===== src/rtl/pll_seq_pkg.sv =====
// Shared types for the PLL configuration sequencer: FSM states, ratio
// field selectors, the captured request and a beat-selection helper.
package pll_seq_pkg;

  typedef enum logic [2:0] {
    IDLE      = 3'd0,
    DISABLE   = 3'd1,
    SETTLE    = 3'd2,
    WRITE     = 3'd3,
    WAIT_LOCK = 3'd4,
    DONE      = 3'd5,
    ERR       = 3'd6
  } state_t;

  localparam logic [1:0] RSEL_NONE  = 2'd0;
  localparam logic [1:0] RSEL_CORE  = 2'd1;
  localparam logic [1:0] RSEL_ZDIV0 = 2'd2;
  localparam logic [1:0] RSEL_ZDIV1 = 2'd3;

  typedef struct packed {
    logic [9:0] ratio;
    logic [9:0] zdiv0;
    logic [9:0] zdiv1;
    logic [1:0] vcodiv;
    logic [2:0] mask;
    logic       relock;
  } pll_req_t;

  // Selector of the next beat: lowest pending mask bit wins (core first).
  function automatic logic [1:0] first_sel(input logic [2:0] m);
    if (m[0])      return RSEL_CORE;
    else if (m[1]) return RSEL_ZDIV0;
    else if (m[2]) return RSEL_ZDIV1;
    else           return RSEL_NONE;
  endfunction

endpackage


===== src/rtl/pll_lock_sync.sv =====
// Two-flop synchronizer for the asynchronous PLL lock, plus a registered
// falling-edge pulse of the synchronized level.
module pll_lock_sync (
  input  logic clk,
  input  logic rst,
  input  logic pll_lock,
  output logic lock_s,
  output logic lock_fall
);

  logic meta;
  logic lock_d;

  always_ff @(posedge clk) begin
    if (rst) begin
      meta      <= 1'b0;
      lock_s    <= 1'b0;
      lock_d    <= 1'b0;
      lock_fall <= 1'b0;
    end else begin
      meta      <= pll_lock;
      lock_s    <= meta;
      lock_d    <= lock_s;
      lock_fall <= lock_d & ~lock_s;
    end
  end

endmodule


===== src/rtl/pll_cfg_sequencer.sv =====
// Frequency-change sequencer: optional relock, ratio write beats, lock wait.
// Optional lock-loss monitor enabled by defining PLL_CFG_SEQ_LOCK_MON_EN.
module pll_cfg_sequencer
  import pll_seq_pkg::*;
#(
  parameter int LOCK_TIMEOUT  = 4096,
  parameter int RELOCK_HOLD   = 4,
  parameter int SETTLE_CYCLES = 4,
  parameter int TO_W          = $clog2(LOCK_TIMEOUT)
) (
  input  logic       clk,
  input  logic       rst,
  input  logic       req_valid,
  output logic       req_ready,
  input  logic [9:0] req_ratio,
  input  logic [9:0] req_zdiv0,
  input  logic [9:0] req_zdiv1,
  input  logic [1:0] req_vcodiv,
  input  logic [2:0] req_mask,
  input  logic       req_relock,
  input  logic       pll_lock,
  output logic       valid,
  output logic       pll_enable,
  output logic [1:0] pll_ratiosel,
  output logic [9:0] pll_ratio,
  output logic [1:0] pll_vcodiv_ratio,
  output logic       busy,
  output logic       done,
  output logic       err_timeout,
  output logic       status_err,
  output logic [7:0] lock_loss_cnt,
  output state_t     dbg_state
);

  // Handshake: a request is taken on the edge where req_valid & req_ready
  // are both high; req_ready is high only in IDLE, so there is no queueing.
  localparam int PH_MAX = (RELOCK_HOLD > SETTLE_CYCLES) ? RELOCK_HOLD : SETTLE_CYCLES;
  localparam int PH_W   = $clog2(PH_MAX) + 1;

  state_t    state, state_nx;
  pll_req_t  req_q;
  logic [2:0] mask_left;
  logic [2:0] mask_after;
  logic [PH_W-1:0] ph_cnt;
  logic [TO_W-1:0] to_cnt;
  logic      lock_s;
  logic      lock_fall;
  logic      accept;
  logic      unused_relock;

  pll_lock_sync u_sync (
    .clk       (clk),
    .rst       (rst),
    .pll_lock  (pll_lock),
    .lock_s    (lock_s),
    .lock_fall (lock_fall)
  );

  assign accept           = (state == IDLE) && req_valid;
  assign req_ready        = (state == IDLE);
  assign busy             = (state != IDLE);
  assign pll_vcodiv_ratio = req_q.vcodiv;
  assign dbg_state        = state;
  assign mask_after       = mask_left & (mask_left - 3'd1);
  assign unused_relock    = req_q.relock;

  always_comb begin
    state_nx     = state;
    valid        = 1'b0;
    pll_enable   = 1'b1;
    pll_ratiosel = RSEL_NONE;
    pll_ratio    = '0;
    unique case (state)
      IDLE: begin
        if (req_valid) begin
          if (req_relock)      state_nx = DISABLE;
          else if (|req_mask)  state_nx = WRITE;
          else                 state_nx = WAIT_LOCK;
        end
      end
      DISABLE: begin
        valid      = 1'b1;
        pll_enable = 1'b0;
        if (ph_cnt == PH_W'(RELOCK_HOLD - 1)) state_nx = SETTLE;
      end
      SETTLE: begin
        if (ph_cnt == PH_W'(SETTLE_CYCLES - 1))
          state_nx = (|req_q.mask) ? WRITE : WAIT_LOCK;
      end
      WRITE: begin
        valid        = 1'b1;
        pll_ratiosel = first_sel(mask_left);
        unique case (pll_ratiosel)
          RSEL_CORE:  pll_ratio = req_q.ratio;
          RSEL_ZDIV0: pll_ratio = req_q.zdiv0;
          RSEL_ZDIV1: pll_ratio = req_q.zdiv1;
          default:    pll_ratio = '0;
        endcase
        if (mask_after == 3'd0) state_nx = WAIT_LOCK;
      end
      WAIT_LOCK: begin
        // Lock wins over a timeout reached in the same cycle.
        if (lock_s)                                 state_nx = DONE;
        else if (to_cnt == TO_W'(LOCK_TIMEOUT - 1)) state_nx = ERR;
      end
      DONE:    state_nx = IDLE;
      ERR:     state_nx = IDLE;
      default: state_nx = IDLE;
    endcase
  end

  always_ff @(posedge clk) begin
    if (rst) begin
      state       <= IDLE;
      req_q       <= '0;
      mask_left   <= '0;
      ph_cnt      <= '0;
      to_cnt      <= '0;
      done        <= 1'b0;
      err_timeout <= 1'b0;
      status_err  <= 1'b0;
    end else begin
      state       <= state_nx;
      done        <= (state == DONE);
      err_timeout <= (state == ERR);
      ph_cnt      <= (state_nx == state && (state == DISABLE || state == SETTLE))
                     ? ph_cnt + 1'b1 : '0;
      to_cnt      <= (state_nx == state && state == WAIT_LOCK) ? to_cnt + 1'b1 : '0;
      if (state == ERR) status_err <= 1'b1;
      if (state == WRITE) mask_left <= mask_after;
      if (accept) begin
        req_q      <= '{ratio: req_ratio, zdiv0: req_zdiv0, zdiv1: req_zdiv1,
                        vcodiv: req_vcodiv, mask: req_mask, relock: req_relock};
        mask_left  <= req_mask;
        status_err <= 1'b0;
      end
    end
  end

`ifdef PLL_CFG_SEQ_LOCK_MON_EN
  logic [7:0] loss_q;

  always_ff @(posedge clk) begin
    if (rst)
      loss_q <= '0;
    else if (accept)
      loss_q <= '0;
    else if (state == IDLE && lock_fall && loss_q != 8'hFF)
      loss_q <= loss_q + 8'd1;
  end

  assign lock_loss_cnt = loss_q;
`else
  logic unused_fall;
  assign unused_fall   = lock_fall;
  assign lock_loss_cnt = '0;
`endif

endmodule


===== config.mk =====
export PLATFORM = sky130hd
export DESIGN_NAME = pll_cfg_sequencer
export DESIGN_NICKNAME = d
export VERILOG_FILES = /design/src/rtl/pll_seq_pkg.sv /design/src/rtl/pll_lock_sync.sv /design/src/rtl/pll_cfg_sequencer.sv
export SDC_FILE = /design/constraint.sdc
export NUM_CORES = 1
export LEC_CHECK = 0
export ABC_AREA = 1
export BUFFER_PORTS_ARGS = -buffer_cell sky130_fd_sc_hd__buf_2
export CAP_MARGIN = 20
export CORE_ASPECT_RATIO = 0.5
export CORE_MARGIN = 4
export CORE_UTILIZATION = 47
export CTS_CLUSTER_SIZE = 10
export DETAILED_ROUTE_END_ITERATION = 8
export GPL_ROUTABILITY_DRIVEN = 0
export PLACE_DENSITY = 0.83
export SLEW_MARGIN = 25
export SYNTH_ARGS = -nofsm -noshare
export SYNTH_HDL_FRONTEND = slang
export SYNTH_SLANG_ARGS = --single-unit

===== constraint.sdc =====
create_clock -name clk -period 1.7 [get_ports clk]
set_clock_uncertainty 0.05 [all_clocks]
set_input_delay 0.085 -clock clk [delete_from_list [all_inputs] [get_ports clk]]
set_output_delay 0.085 -clock clk [all_outputs]
set_load 0.005 [all_outputs]

==> results of run 1 <==
==> per-layer routing <==
| metal | global-route usage [%] | vias up |
|---|---|---|
| met5 | 0 | - |
| met4 | 11.4 | 0 |
| met3 | 7.95 | 39 |
| met2 | 38.5 | 141 |
| met1 | 25.0 | 1337 |
| li1 | - | 1414 |
==> cell type report <==
cell class                      count  area, um^2  area share (%)
Multi-Input combinational cell    258        1430            35.8
Sequential cell                    61        1230            30.8
Inverter                           39         149            3.72
Tap cell                           73        91.3            2.28
Clock buffer                       11         253            6.32
Clock inverter                      5        81.3            2.03
Timing Repair Buffer              112         763            19.1
==> placed cells by master, fill, tap and decap left out, types with 5 or more instances in the layout <==
master / count
nand2_1: 75
buf_2: 63
dfxtp_1: 55
a21oi_1: 38
nor2_1: 37
inv_1: 32
dlygate4sd3_1: 29
buf_4: 19
nor2_2: 18
o21ai_0: 14
nand3_1: 10
clkbuf_16: 9
conb_1: 8
inv_2: 6
nor2_4: 6
a221oi_1: 6
nand2_2: 6
xor2_1: 5
dfxtp_2: 5
==> worst paths after layout <==
| check | start | to | cells after the start |
|---|---|---|---|
| setup reg to reg | mask_left[0]$_SDFFE_PP0P_ | to_cnt[11]$_SDFF_PP0_ | 11 |
| hold reg to reg | u_sync.meta$_SDFF_PP0_ | u_sync.lock_s$_SDFF_PP0_ | 2 |
| setup / recovery | mask_left[0]$_SDFFE_PP0P_ | to_cnt[11]$_SDFF_PP0_ | 11 |
| hold / removal | req_zdiv1[3] | req_q[9]$_SDFFE_PP0P_ | 3 |
==> flip-flops by register name, indices dropped and copies added (netlist names) <==
signal            flops
pll_vcodiv_ratio      2
mask_left             3
ph_cnt                3
status_err            1
err_timeout           1
u_sync.meta           1
dbg_state             3
done                  1
u_sync.lock_s         1
req_q                33
to_cnt               12
==> stage by stage <==
step	total power, uW	cells	cell area [um^2]	setup slack, ns	hold WS, ns
after floorplan	2010	381	2800	0.0600	0.142
after global placement	2190	510	3190	-0.0663	0.237
after detailed placement	2200	510	3190	-0.174	0.247
after CTS	4310	557	3910	0.00125	0.000281
after global routing	4560	559	4000	-0.268	0.00377
final	4380	559	4000	-0.172	0.00144
==> worst max-delay path: cells and delay by family (launching register included) <==
family           cells  cell delay, ns
AO/OA/AOI/OAI        1            0.23
AND/OR/NAND/NOR     10            1.15
flip-flops           1            0.36
==> logic make-up after synthesis <==
| family | Yosys count | synth area share [%] |
|---|---|---|
| buf+inv | 63 | 10.4 |
| other cells | 1 | 0.135 |
| fa+ha+maj | 3 | 1.35 |
| xor+xnor | 9 | 2.84 |
| compound gates | 67 | 13.9 |
| simple gates | 170 | 27.3 |
| flops | 61 | 44.1 |
==> cells in the mapped netlist, drive strengths merged <==
library cell	count	area share (%)
nor3	5	1.3
xor2	5	1.6
nand3	14	2.9
nor4	1	0.23
o311ai	2	0.63
inv	39	5.3
a221oi	10	3.2
a21oi	38	6.9
o21ai	15	2.7
nand2	83	12
xnor2	4	1.3
nand3b	1	0.27
conb	1	0.14
dfxtp	61	44
nor2	61	9.8
or2	1	0.23
o31ai	1	0.27
ha	3	1.4
o21a	1	0.27
nand4	4	0.90
buf	12	3.5
clkbuf	12	1.6
==> power groups by stage <==
| stage | clock [uW] | combinational, uW | sequential, uW |
|---|---|---|---|
| 6_report | 2020 | 743 | 1610 |
| 4_1_cts | 2030 | 683 | 1600 |
| 2_1_floorplan | 0 | 396 | 1610 |
| 3_3_place_gp | 0 | 571 | 1620 |
| 5_1_grt | 2120 | 816 | 1620 |
| 3_5_place_dp | 0 | 579 | 1620 |
==> repair_timing <==
| item | CTS | global route |
|---|---|---|
| buffers inserted | 1 | 2 |
| endpoints found under the hold margin | 32 | 0 |
| setup endpoints to repair | 27 | 28 |
| hold buffers | 29 | 0 |
| pin swaps | 11 | 6 |
| resized for setup | 21 | 24 |
| gates cloned | 1 | 0 |
==> reports/metrics.csv, run 1 <==
metric,value,unit
total global-route track usage,22.7,%
clk_lat worst skew,0.33,ns
die span in y,62.3,um
Int Pwr,3210,uW
Rows,19,
area delta synth->final,44.3,%
switch share,26.8,%
status,"finished, violations left",
post-synthesis cell area,2770,um^2
maximum vdd ir drop,0.799,mV
fin crit share,110,%
cell with the most instances on the worst path,nand2_1,
share of power burned in registers,36.8,%
Combinational Power Share,17.0,%
metal3 WL,547,um
Worst Setup End Kind,flop,
M1 wire length,3.28,mm
hold crit path type,input pin to flop,
Die ar.,7260,um^2
RSZ-0062 raised after global routing,yes,
highest routed layer,met4,
pwr/cell area,1090,nW/um^2
routed vias,2931,
final wirelength,8.24,mm
Worst EP required,1.92,ns
initial antenna violation count,0,
final setup fails,15,
Buffers on Ports,63,
GR Overflow Total,0,
met2 wire length,4.04,mm
FMAX,534,MHz
pins over their slew limit,0,
CTS Buf Count,9,
CTS tree,built,
wire per inst,14.7,um
Yosys warnings,0,
vias in the first global route,2874,
Clk Tree Root Cell,clkbuf_16,
Std-Cell Core Area,5590,um^2
startpoint types,flop,
largest net degree at the start of global routing,45,
critical path class,flop to flop,
fillers,386,
"FF+latch count, synth",61,
clk sinks,61,
DRT iter0 DRCs,176,
"Data arrival, critical path",2.09,ns
CP max-delay cell,dfxtp_2,
first-pass GRT wire length,12.9,mm
final hold viol count,0,
Final nets,524,
fin crit period,1.87,ns
Routed Antenna Nets,0,
Final TNS setup,-2.19,ns
H-tree depth,3,
drt first pass iters,5,
# diodes,0,
Ports,72,
Sw Pwr,1170,uW
post-layout util,71.6,%
layout cells sized above 1,32.5,%
Synth Area per Inst,7.41,um^2
Synth Instances,374,
max_cap viols,0,
CP Max Fanout,6,
register area share after synthesis,44.1,%
detailed-route vias per instance,5.24,
die width,117,um
crit-path cells,o21ai_1 > nand2_1 > nand2_1 > nand2_2 > nor2_2 > nand2_1 > nand2_1 > nand2_2 > nor2_4 > nand2_4 > nor2_4,
failing checks,setup timing,
DRC Markers,0,
post-synthesis cell type count,31,
Final WS setup,-0.172,ns
R2R setup slack,-0.17,ns
Bufs on Longest Clock Path,2,
clock power share,46.2,%
"slowest stage delay, CP",0.36,ns
clock-pin slew on the worst setup and hold paths,0.06,ns
Leakage,0.00173,uW
Initial Util,49.6,%
Final HPWL DP,4.61,mm
Power figures use the tool's default switching activity.
==> run 2, diff against run 1 <==
Settings changed: PLACE_DENSITY 0.83 to 0.75.
==> run 2 against run 1 <==
Against the previous run: the flow still finishes with violations (setup timing); flip-flop and latch count unchanged; maximum frequency increased by 4.9%; cell count is 0.72% higher; utilization increased by 0.74 points; die area unchanged; combinational power rose by 2%; cell area rose by 1.0%; sequential power about the same; non-clock buffer count increased by 3.
==> reports/metrics.csv, run 2 (synthesis results as in run 1) <==
metric,value,unit,change
Final nets,528,,was 524
DRC Markers,0,,unchanged
layout cells sized above 1,33.9,%,was 32.5%
pins over their slew limit,0,,unchanged
# diodes,0,,unchanged
hold crit path type,input pin to flop,,unchanged
cell with the most instances on the worst path,nand2_1,,unchanged
drt first pass iters,4,,was 5
largest net degree at the start of global routing,32,,was 45
Clk Tree Root Cell,clkbuf_16,,unchanged
CTS Buf Count,9,,unchanged
Multi-input gate area,1500,um^2,was 1430 um^2
vias in the first global route,2715,,was 2874
final setup fails,16,,was 15
first-pass GRT wire length,12.1,mm,was 12.9 mm
"most common cell after layout, fill and taps aside",nand2_1,,unchanged
Worst Setup End Kind,flop,,unchanged
Final HPWL DP,4.54,mm,was 4.61 mm
maximum vdd ir drop,0.746,mV,was 0.799 mV
worst setup path startpoint,ph_cnt[0]$_SDFF_PP0_,,was mask_left[0]$_SDFFE_PP0P_
pwr/cell area,990,nW/um^2,was 1090 nW/um^2
Storage cell area,1230,um^2,about the same
Std-Cell Core Area,5590,um^2,unchanged
Ports,72,,unchanged
die width,117,um,unchanged
Initial Util,49.6,%,unchanged
worst hold stages,3,,unchanged
Worst EP required,1.92,ns,about the same
Leakage,0.00172,uW,was 0.00173 uW
largest registers,"req_q x33, to_cnt x12",,unchanged
"slowest stage delay, CP",0.35,ns,was 0.36 ns
startpoint types,flop,,unchanged
Final WS setup,-0.0843,ns,was -0.172 ns
CP Max Fanout,6,,unchanged
total global-route track usage,20.9,%,was 22.7%
area delta synth->final,45.8,%,was 44.3%
Bufs on Longest Clock Path,2,,unchanged
routed vias,2796,,was 2931
RSZ-0062 raised after global routing,yes,,unchanged
Rows,19,,unchanged
detailed-route vias per instance,4.97,,was 5.24
Overall Power,4000,uW,was 4380 uW
clk sinks,61,,unchanged
wire per inst,13.0,um,was 14.7 um
Routed Antenna Nets,0,,unchanged
fin crit period,1.78,ns,was 1.87 ns
"Data arrival, critical path",2.01,ns,was 2.09 ns
initial antenna violation count,0,,unchanged
critical path class,flop to flop,,unchanged
FMAX,560,MHz,was 534 MHz
clk_lat worst skew,0.33,ns,about the same
H-tree depth,3,,unchanged
Post-DP Area,3200,um^2,was 3190 um^2
clock-pin slew on the worst setup and hold paths,0.05,ns,was 0.06 ns
Die ar.,7260,um^2,unchanged
CP max-delay cell,dfxtp_2,,unchanged
die span in y,62.3,um,unchanged
GR Overflow Total,0,,unchanged
Finished Cell Area,4040,um^2,was 4000 um^2
CTS tree,built,,unchanged
final hold viol count,0,,unchanged
final wirelength,7.33,mm,was 8.24 mm
fin crit share,105,%,was 110%
HP Start,req_zdiv1[3],,unchanged
fillers,414,,was 386
DRT iter0 DRCs,147,,was 176
max_cap viols,0,,unchanged
crit-path cells,ha_4 > ha_4 > inv_2 > nand4_1 > nand2_1 > nor2_2 > nand2_1 > nand2_1 > nand2_2 > nor2_4 > nand2_4 > nor2_2,,was o21ai_1 > nand2_1 > nand2_1 > nand2_2 > nor2_2 > nand2_1 > nand2_1 > nand2_2 > nor2_4 > nand2_4 > nor2_4
status,"finished, violations left",,unchanged
Buffers on Ports,63,,unchanged
Worst Reg-to-Reg Cells,12,,was 11
most frequent cells in the layout,"77 x nand2_1, 63 x buf_2, 55 x dfxtp_1",,"was 75 x nand2_1, 63 x buf_2, 55 x dfxtp_1"
Largest Register,req_q,,unchanged
r2r startpoint,ph_cnt[0]$_SDFF_PP0_,,was mask_left[0]$_SDFFE_PP0P_
Largest register FFs,33,,unchanged
failing checks,setup timing,,unchanged
run 2: metrics by stage:
stage / hold WS (ns) / setup TNS [ns] / setup WS, ns / utilization [%] / std cells
finish: 0.0183 / -0.587 / -0.0843 / 72.3 / 563
global route: 0.0546 / -2.23 / -0.155 / 72.3 / 563
CTS: 0.0197 / 0 / 0.00425 / 69.4 / 561
detailed placement: 0.252 / -1.85 / -0.176 / 57.2 / 511
global placement: 0.248 / -0.742 / -0.0745 / 57.2 / 511
floorplan: 0.142 / 0 / 0.0600 / - / 381
run 2: layer usage:
layer,up-vias,global-route usage [%],share of wire [%]
met4,0,8.73,1.2
met3,10,7.08,5.8
met5,-,0,0
li1,1417,-,-
met1,1297,24.0,42
met2,72,35.5,51
run 2: final timing paths:
kind	end	slack, ns
min	req_q[9]$_SDFFE_PP0P_	0.02
max	to_cnt[9]$_SDFF_PP0_	-0.08
max reg2reg	to_cnt[9]$_SDFF_PP0_	-0.08
min reg2reg	u_sync.lock_s$_SDFF_PP0_	0.36
run 2: report_power, final:
group          leakage [uW]  switching [uW]  internal (uW)  total [uW]
sequential         0.000501            64.9           1540        1610
combinational       0.00109             445            316         760
clock              0.000129             652            980        1630
run 2: area by class of cell:
| type | count | area share [%] |
|---|---|---|
| Inverter | 39 | 3.78 |
| Clock buffer | 10 | 5.67 |
| Sequential cell | 61 | 30.4 |
| Multi-Input combinational cell | 259 | 37.2 |
| Clock inverter | 6 | 0.960 |
| Tap cell | 73 | 2.26 |
| Timing Repair Buffer | 115 | 19.7 |
run 2: timing repair:
item,CTS,global route
pin swaps,4,20
endpoints found under the setup margin,25,27
hold buffers,32,0
endpoints found under the hold margin,32,0
resized for setup,18,39
buffers inserted,1,1
cloned,1,1
run 2: worst max-delay path: cells and delay by family (launching register included):
family / cells / cell delay (ns)
buffers and inverters: 1 / 0.05
and+or+nand+nor: 9 / 0.98
DFF: 1 / 0.35
adders and majority gates: 2 / 0.29
